### src/rtl/toggle_req_if.sv
// Producer/receiver-facing signals of the toggle request sender.
// master = the sender itself, slave = whatever drives the push side and returns ack.
interface toggle_req_if #(
  parameter int DATA_W = 4,
  parameter int DEPTH  = 4,
  parameter int CNT_W  = 8
);
  logic                       in_en;
  logic [DATA_W-1:0]          in_data;
  logic                       req_toggle;
  logic [DATA_W-1:0]          req_data;
  logic                       ack_toggle;
  logic                       busy;
  logic [$clog2(DEPTH):0]     fifo_level;
  logic                       overflow;
  logic [CNT_W-1:0]           sent_count;
  logic [CNT_W-1:0]           drop_count;

  modport master (
    input  in_en, in_data, ack_toggle,
    output req_toggle, req_data, busy, fifo_level, overflow, sent_count, drop_count
  );

  modport slave (
    output in_en, in_data, ack_toggle,
    input  req_toggle, req_data, busy, fifo_level, overflow, sent_count, drop_count
  );
endinterface

### src/rtl/toggle_req_sender.sv
// Sender half of a pulse-to-toggle CDC: buffers pushes in a small FIFO and launches
// one word per request toggle, waiting for the synchronized ack toggle to match.
module toggle_req_sender #(
  parameter int DATA_W = 4,
  parameter int DEPTH  = 4,
  parameter int CNT_W  = 8
) (
  input  logic          s_clk,
  input  logic          rst,
  toggle_req_if.master  bus
);

  localparam int PTR_W = $clog2(DEPTH);
  localparam int LVL_W = PTR_W + 1;
  localparam logic [LVL_W-1:0] FULL_LVL = LVL_W'(DEPTH);

  typedef enum logic {IDLE, WAIT_ACK} state_t;

  state_t            state;
  logic              ack_s1, ack_s2;
  logic [DATA_W-1:0] mem [DEPTH];
  logic [PTR_W-1:0]  wr_ptr, rd_ptr;
  logic [LVL_W-1:0]  level;
  logic              req_toggle_q, busy_q, overflow_q;
  logic [DATA_W-1:0] req_data_q;
  logic [CNT_W-1:0]  sent_q, drop_q;

  logic empty, full, pop, push, drop;

  // A pop frees a slot on the same edge, so a push into a full FIFO is still accepted then.
  assign empty = (level == '0);
  assign full  = (level == FULL_LVL);
  assign pop   = (state == IDLE) && !empty;
  assign push  = bus.in_en && (!full || pop);
  assign drop  = bus.in_en && !push;

  // NOTE: non-blocking assignments let ack_s2 take the old ack_s1, forming a real two-stage synchronizer.
  always_ff @(posedge s_clk or negedge rst) begin
    if (!rst) begin
      ack_s1 <= 1'b0;
      ack_s2 <= 1'b0;
    end else begin
      ack_s1 <= bus.ack_toggle;
      ack_s2 <= ack_s1;
    end
  end

  // NOTE: storage has no reset; the level/pointers alone decide which entries are valid.
  always_ff @(posedge s_clk) begin
    if (push) mem[wr_ptr] <= bus.in_data;
  end

  always_ff @(posedge s_clk or negedge rst) begin
    if (!rst) begin
      state        <= IDLE;
      wr_ptr       <= '0;
      rd_ptr       <= '0;
      level        <= '0;
      req_toggle_q <= 1'b0;
      req_data_q   <= '0;
      busy_q       <= 1'b0;
      overflow_q   <= 1'b0;
      sent_q       <= '0;
      drop_q       <= '0;
    end else begin
      if (push) wr_ptr <= wr_ptr + 1'b1;
      if (pop)  rd_ptr <= rd_ptr + 1'b1;

      case ({push, pop})
        2'b10:   level <= level + 1'b1;
        2'b01:   level <= level - 1'b1;
        default: level <= level;
      endcase

      if (drop) begin
        overflow_q <= 1'b1;
        if (drop_q != '1) drop_q <= drop_q + 1'b1;
      end

      case (state)
        IDLE: begin
          if (pop) begin
            req_data_q   <= mem[rd_ptr];
            req_toggle_q <= ~req_toggle_q;
            busy_q       <= 1'b1;
            state        <= WAIT_ACK;
          end
        end
        WAIT_ACK: begin
          // req_data/req_toggle stay frozen here; the receiver samples them asynchronously.
          if (ack_s2 == req_toggle_q) begin
            busy_q <= 1'b0;
            sent_q <= sent_q + 1'b1;
            state  <= IDLE;
          end
        end
        default: state <= IDLE;
      endcase
    end
  end

  assign bus.req_toggle = req_toggle_q;
  assign bus.req_data   = req_data_q;
  assign bus.busy       = busy_q;
  assign bus.fifo_level = level;
  assign bus.overflow   = overflow_q;
  assign bus.sent_count = sent_q;
  assign bus.drop_count = drop_q;

endmodule
### src/flat_wrapper.sv
// flat-port wrapper written by rule: the top's interface ports become plain ports
module toggle_req_sender_flat 
#(
  parameter int DATA_W = 4,
  parameter int DEPTH  = 4,
  parameter int CNT_W  = 8
)
  (s_clk, rst, bus_in_en, bus_in_data, bus_ack_toggle, bus_req_toggle, bus_req_data, bus_busy, bus_fifo_level, bus_overflow, bus_sent_count, bus_drop_count);
  toggle_req_if #(.DATA_W(DATA_W), .DEPTH(DEPTH), .CNT_W(CNT_W)) bus_i ();
  input  logic s_clk;
  input  logic rst;
  input wire logic [$bits(bus_i.in_en)-1:0] bus_in_en;
  input wire logic [$bits(bus_i.in_data)-1:0] bus_in_data;
  input wire logic [$bits(bus_i.ack_toggle)-1:0] bus_ack_toggle;
  output wire logic [$bits(bus_i.req_toggle)-1:0] bus_req_toggle;
  output wire logic [$bits(bus_i.req_data)-1:0] bus_req_data;
  output wire logic [$bits(bus_i.busy)-1:0] bus_busy;
  output wire logic [$bits(bus_i.fifo_level)-1:0] bus_fifo_level;
  output wire logic [$bits(bus_i.overflow)-1:0] bus_overflow;
  output wire logic [$bits(bus_i.sent_count)-1:0] bus_sent_count;
  output wire logic [$bits(bus_i.drop_count)-1:0] bus_drop_count;
  assign bus_i.in_en = bus_in_en;
  assign bus_i.in_data = bus_in_data;
  assign bus_i.ack_toggle = bus_ack_toggle;
  assign bus_req_toggle = bus_i.req_toggle;
  assign bus_req_data = bus_i.req_data;
  assign bus_busy = bus_i.busy;
  assign bus_fifo_level = bus_i.fifo_level;
  assign bus_overflow = bus_i.overflow;
  assign bus_sent_count = bus_i.sent_count;
  assign bus_drop_count = bus_i.drop_count;
  toggle_req_sender #(.DATA_W(DATA_W), .DEPTH(DEPTH), .CNT_W(CNT_W)) u_core (.s_clk(s_clk), .rst(rst), .bus(bus_i));
endmodule
### config.mk
export PLATFORM = sky130hd
export DESIGN_NAME = toggle_req_sender_flat
export DESIGN_NICKNAME = d
export VERILOG_FILES = /design/src/rtl/toggle_req_if.sv /design/src/rtl/toggle_req_sender.sv /design/src/flat_wrapper.sv
export SDC_FILE = /design/constraint.sdc
export NUM_CORES = 1
export LEC_CHECK = 0
export CAP_MARGIN = 40
export CORE_UTILIZATION = 56
export DETAILED_ROUTE_END_ITERATION = 8
export PLACE_DENSITY = 0.81
export SYNTH_ARGS = -nofsm -noshare
export SYNTH_HDL_FRONTEND = slang
export SYNTH_SLANG_ARGS = --single-unit
### constraint.sdc
create_clock -name s_clk -period 5.37 [get_ports s_clk]
set_input_delay 1.074 -clock s_clk [delete_from_list [all_inputs] [get_ports s_clk]]
set_output_delay 1.074 -clock s_clk [all_outputs]
set_load 0.01 [all_outputs]
# After elaboration in Yosys (flattened, before gate mapping)
# Memories as Yosys holds them, arrays and structs flattened. A register that Yosys moved wholly into a read port is not among the register bits.
# Cells that the tools add are included.
dict set report totals {
  register_bits 29
  ram_bits 16
  input_bits 8
  output_inout_bits 26
  word_cells 50
  mem_count 1
}
# memory depth word_bits rd rd_clocked_by_memory_dff write_ports line
set memory_table {}
lappend memory_table {u_core.mem 4 4 1 1 1 toggle_req_sender.sv:21} ;# logic [DATA_W-1:0] mem [DEPTH];
dict set report classes {
  add_sub_neg 6
  eq_ne 7
  n_mux 9
  bitwise 2
  reduce_logical 14
}
# op n
set op_table {}
lappend op_table {{8-bit by 1-bit adder with 8-bit output (second input constant)} 2}
lappend op_table {{8-bit inequality test (second input constant)} 1}
lappend op_table {{2-bit AND reduction} 4}
lappend op_table {{1-bit 2-to-1 mux} 6}
lappend op_table {{3-bit one-hot mux with 2 select lines} 1}
lappend op_table {{2-bit by 1-bit adder with 2-bit output (second input constant)} 2}
lappend op_table {{1-bit logical NOT} 4}
lappend op_table {{1-bit one-hot mux with 2 select lines} 2}
lappend op_table {{3-bit by 1-bit adder with 3-bit output (second input constant)} 1}
lappend op_table {{3-bit equality test (second input constant)} 1}
lappend op_table {{1-bit logical AND} 3}
lappend op_table {{3-bit logical NOT} 1}
lappend op_table {{3-bit by 1-bit subtractor with 3-bit output (second input constant)} 1}
lappend op_table {{2-bit by 1-bit equality test with 1-bit output (second input constant)} 1}
lappend op_table {{2-bit equality test (second input constant)} 1}
lappend op_table {{2-bit by 1-bit inequality test with 1-bit output (second input constant)} 1}
lappend op_table {{2-bit inequality test (second input constant)} 1}
lappend op_table {{1-bit NOT} 2}
lappend op_table {{2-bit nonzero test} 1}
lappend op_table {{1-bit equality test} 1}
lappend op_table {{1-bit logical OR} 1}

# Depth between registers and ports, before layout
dict set report depth {
  ltp_word 8
  mapped_depth 9
  ltp_nobuf 7
}

# Least setup slack after synthesis
# Ideal clock, no wire load.
dict set report synth_path {
  path_kind {input-to-reg}
  from {in bus_in_en}
  to {reg u_core.level[2], in the netlist u_core.bus.fifo_level[2]}
  setup_ns 0.126
  arrival_ns 2.301
  required_time_ns 5.244
  path_slack_ns 2.943
  path_stages 5
  path_buffers 0
  path_cell_list {inv_1 nand2_1 fa_1 or3_1 a311o_1}
}
dict set report synth_via {
  elab_chain_cells 3
  word_cells_on_any_way 5
  cone_classes {eq/ne: 2; mux: 1; reduce/logical: 2}
}
# element line
set synth_lines {}
lappend synth_lines {{from (decl)} flat_wrapper.sv:12} ;# input wire logic [$bits(bus_i.in_en)-1:0] bus_in_en;
lappend synth_lines {{1-bit logical AND (*)} toggle_req_sender.sv:34} ;# assign push = bus.in_en && (!full || pop);
lappend synth_lines {{2-bit by 1-bit equality test with 1-bit output / 2-bit equality test (equally long branches)} toggle_req_sender.sv:69} ;# case ({push, pop})
lappend synth_lines {{3-bit one-hot mux with 2 select lines / 2-bit nonzero test (equally long branches)} --}
lappend synth_lines {{to (signal assigned)} toggle_req_sender.sv:70} ;# 2'b10: level <= level + 1'b1;
lappend synth_lines {{to (signal assigned)} toggle_req_sender.sv:71} ;# 2'b01: level <= level - 1'b1;
lappend synth_lines {{to (signal assigned)} toggle_req_sender.sv:72} ;# default: level <= level;
lappend synth_lines {{to (decl)} toggle_req_sender.sv:23} ;# logic [LVL_W-1:0] level;
# Mark *: on every way between the ends. The rest lies on a longest branch, timed or not.
# A chain may end at the register's enable or synchronous reset.

# Worst setup path after layout
# Same ends and word-level chain as after synthesis.

==> metrics.txt <==
Initial Utilization 58.00%; final setup vio count 0; clock buffer depth 2; H-tree depth 2; register bit count reported by yosys 49; initial antenna violation count 0; RSZ-0062 raised after global routing no; Initial DRT Pass Iterations 4; post-synthesis sequential area ratio 61.52%; Starting DRT DRC Count 95; outcome finished clean; DRC errors left 0; CP Data Required Time 5.55 ns; Core Util, Final 71.36%; fin crit share 54.06%; max-cap violation count 0; largest net degree at the start of global routing 34; setup TNS 0 ns; cell area after synthesis 2123 um^2; syn avg cell area 13.52 um^2; DP HPWL 2.519 mm; setup bufs post-CTS 0; Synth Net Count 172; GRT Util Overall 21.00%; Die Footprint 4042 um^2; cts hold-fix bufs 0; antenna-violating nets left 0; Crit Path Class in -> reg; min Tclk post-route 2.903 ns; CTS Root Cell clkbuf_8; vias 1,363; critical path peak fanout 7; Power Dens Cells 535.5 nW/um^2; CP Cell Sequence clkdlybuf4s50_1 -> inv_1 -> nand2_1 -> fa_1 -> or3_1 -> a311o_1; top-area cell type share of the netlist area 38.89%; vias in the first global route 1,316; clk sinks 49; grt ovf 0; io pins 34; hold crit path type reg -> reg; Leak Pwr 1.048 nW; CTS tree built; detailed-route wire length per cell 14.66 um; maximum clock frequency 344.5 MHz; Clk Latency, worst-skew pair 0.30 ns; row count 22; Clk pin slew, worst setup/hold paths 0.09 ns; Die Ht 63.58 um; layout cells sized above 1 11.73%; Ant. Diodes 0; skew final 0.003618 ns; Nets 210; Reg area 1306 um^2; Area Overhead vs Synth 23.04%; CP max stage cell clkdlybuf4s50_1; Rel. slew slack 39.49%; post-CTS sizing 0; global-route wire length before repair 6.375 mm; WP data arrival 3.09 ns; Crit. End Element flop; Post-Syn Instances 157; Via-to-Cell Ratio 5.586; Layout fillers 254; chip width 63.58 um; final-report hold violation count 0; RePlAce Congestion 0.8070; post-synth top area cell dfrtp_1; Crit path largest cell delay 0.56 ns; post-synthesis cell type count 35; Peak VDD IR 0.2628 mV; synth top area cells dfrtp_1 39%, edfxtp_1 23%, xnor2_1 4.5%; Yosys warning total 0; Max Slew Vio Count 0; Num CTS Buffers 5; Worst Setup Start Kind primary input; Worst-Margin Slew 0.9043 ns; Port-buffer cells 33; area of the multi-input gates 768.2 um^2; CORE AREA 3661 um^2; drt total wl 3.576 mm
==> routing by layer <==
layer	track usage, %	part of all wire, %	vias to the layer above
met3	4.891	4.3	5
li1	-	-	629
met1	27.28	42	683
met2	32.85	52	46
met4	10.80	1.4	0
met5	0	0	-
==> per-stage QoR <==
stage	hold slack (ns)	setup slack [ns]	cells	cell area [um^2]	total power, mW
2_1_floorplan	0.3312	2.943	157	2123	0.9357
4_1_cts	0.3795	2.495	244	2613	1.408
3_3_place_gp	0.3430	2.284	236	2502	1.113
5_1_grt	0.3828	2.354	244	2613	1.492
3_5_place_dp	0.3522	2.192	236	2502	1.150
6_report	0.3708	2.467	244	2613	1.399
==> final cells by class <==
class | instances | share of cell area (%)
Clock buffer | 5 | 2.634
Multi-Input combinational cell | 97 | 29.41
Clock inverter | 3 | 1.580
Timing Repair Buffer | 34 | 12.93
Inverter | 8 | 1.149
Sequential cell | 49 | 50.00
Tap cell | 48 | 2.299
==> report_power, final <==
| part | internal, mW | switching [mW] |
|---|---|---|
| Clock | 0.137 | 0.120 |
| Combinational | 0.296 | 0.224 |
| Sequential | 0.505 | 0.117 |
| Total | 0.938 | 0.460 |
==> logic make-up after synthesis <==
| kind of cell | after synthesis | share of synthesized area [%] |
|---|---|---|
| flops | 49 | 61.52 |
| simple gates | 47 | 11.37 |
| compound gates | 13 | 4.066 |
| buf+inv | 11 | 2.298 |
| fa+ha+maj | 7 | 4.478 |
| xor+xnor | 16 | 6.600 |
| mux | 14 | 9.664 |
==> flip-flops by register name, indices dropped and copies added (netlist names) <==
name and flops:
u_core.bus.req_data 4, u_core.bus.drop_count 8, u_core.wr_ptr 2, u_core.bus.overflow 1, u_core.ack_s1 1, u_core.rd_ptr 2
u_core.mem 16, u_core.state 1, u_core.bus.busy 1, u_core.ack_s2 1, u_core.bus.sent_count 8, u_core.bus.fifo_level 3
u_core.bus.req_toggle 1
==> worst max-delay path: cells and delay by family <==
kind / cells / cell delay [ns]
AO/OA/AOI/OAI: 1 / 0.32
adder cells (fa/ha/maj): 1 / 0.45
buffers and inverters: 2 / 0.79
AND/OR/NAND/NOR: 2 / 0.45
==> cell usage in the layout (no fill, tap or decap) <==
cell type,synthesis,layout
clkdlybuf4s50_1,0,33
nand2_2,1,1
nand4_1,4,4
nor2_1,6,6
o22ai_1,1,1
o21ai_0,4,4
or3_1,3,3
clkinvlp_4,0,1
a221o_1,1,1
mux2_4,1,1
nand3_1,7,7
or2_2,1,1
edfxtp_1,16,16
o211ai_1,2,2
a311o_1,1,1
a21o_1,2,2
clkinv_1,0,1
nand2_1,12,12
mux2i_1,1,1
fa_1,1,1
buf_4,0,1
inv_1,8,8
nor4_1,1,1
and3_1,1,1
mux2_2,7,7
dfrtp_1,33,33
clkbuf_8,0,5
ha_1,6,6
and4bb_2,1,1
nand2b_1,2,2
nor3_1,4,4
a21oi_1,2,2
bufinv_16,0,1
mux4_2,4,4
xnor2_1,11,11
mux2_1,1,1
xor2_1,5,5
and2_1,4,4
==> cells in the mapped netlist <==
master and number:
or3_1 3, or2_2 1, nand2_2 1, mux4_2 4, xnor2_1 11, fa_1 1
xor2_1 5, nand2b_1 2, clkbuf_1 1, nand2_1 12, mux2_1 1, o21ai_0 4
o211ai_1 2, buf_6 1, mux2_2 7, mux2_4 1, and4bb_2 1, a311o_1 1
buf_1 1, a221o_1 1, nor3_1 4, edfxtp_1 16, mux2i_1 1, and3_1 1
a21o_1 2, dfrtp_1 33, ha_1 6, nand4_1 4, nor4_1 1, a21oi_1 2
o22ai_1 1, nand3_1 7, nor2_1 6, and2_1 4, inv_1 8
==> final timing paths <==
kind	depth (start not counted)	slack [ns]	end	start
min reg2reg	0	0.37	u_core.ack_s2	u_core.ack_s1
max	6	2.47	u_core.bus.fifo_level[2]	bus_in_en
max reg2reg	6	2.66	u_core.bus.fifo_level[2]	u_core.bus.fifo_level[0]
min	0	0.37	u_core.ack_s2	u_core.ack_s1
min in group asynchronous	2	1.16	u_core.bus.req_toggle	rst
max in group asynchronous	2	3.91	u_core.wr_ptr[0]	rst
Power figures use the tool's default switching activity.
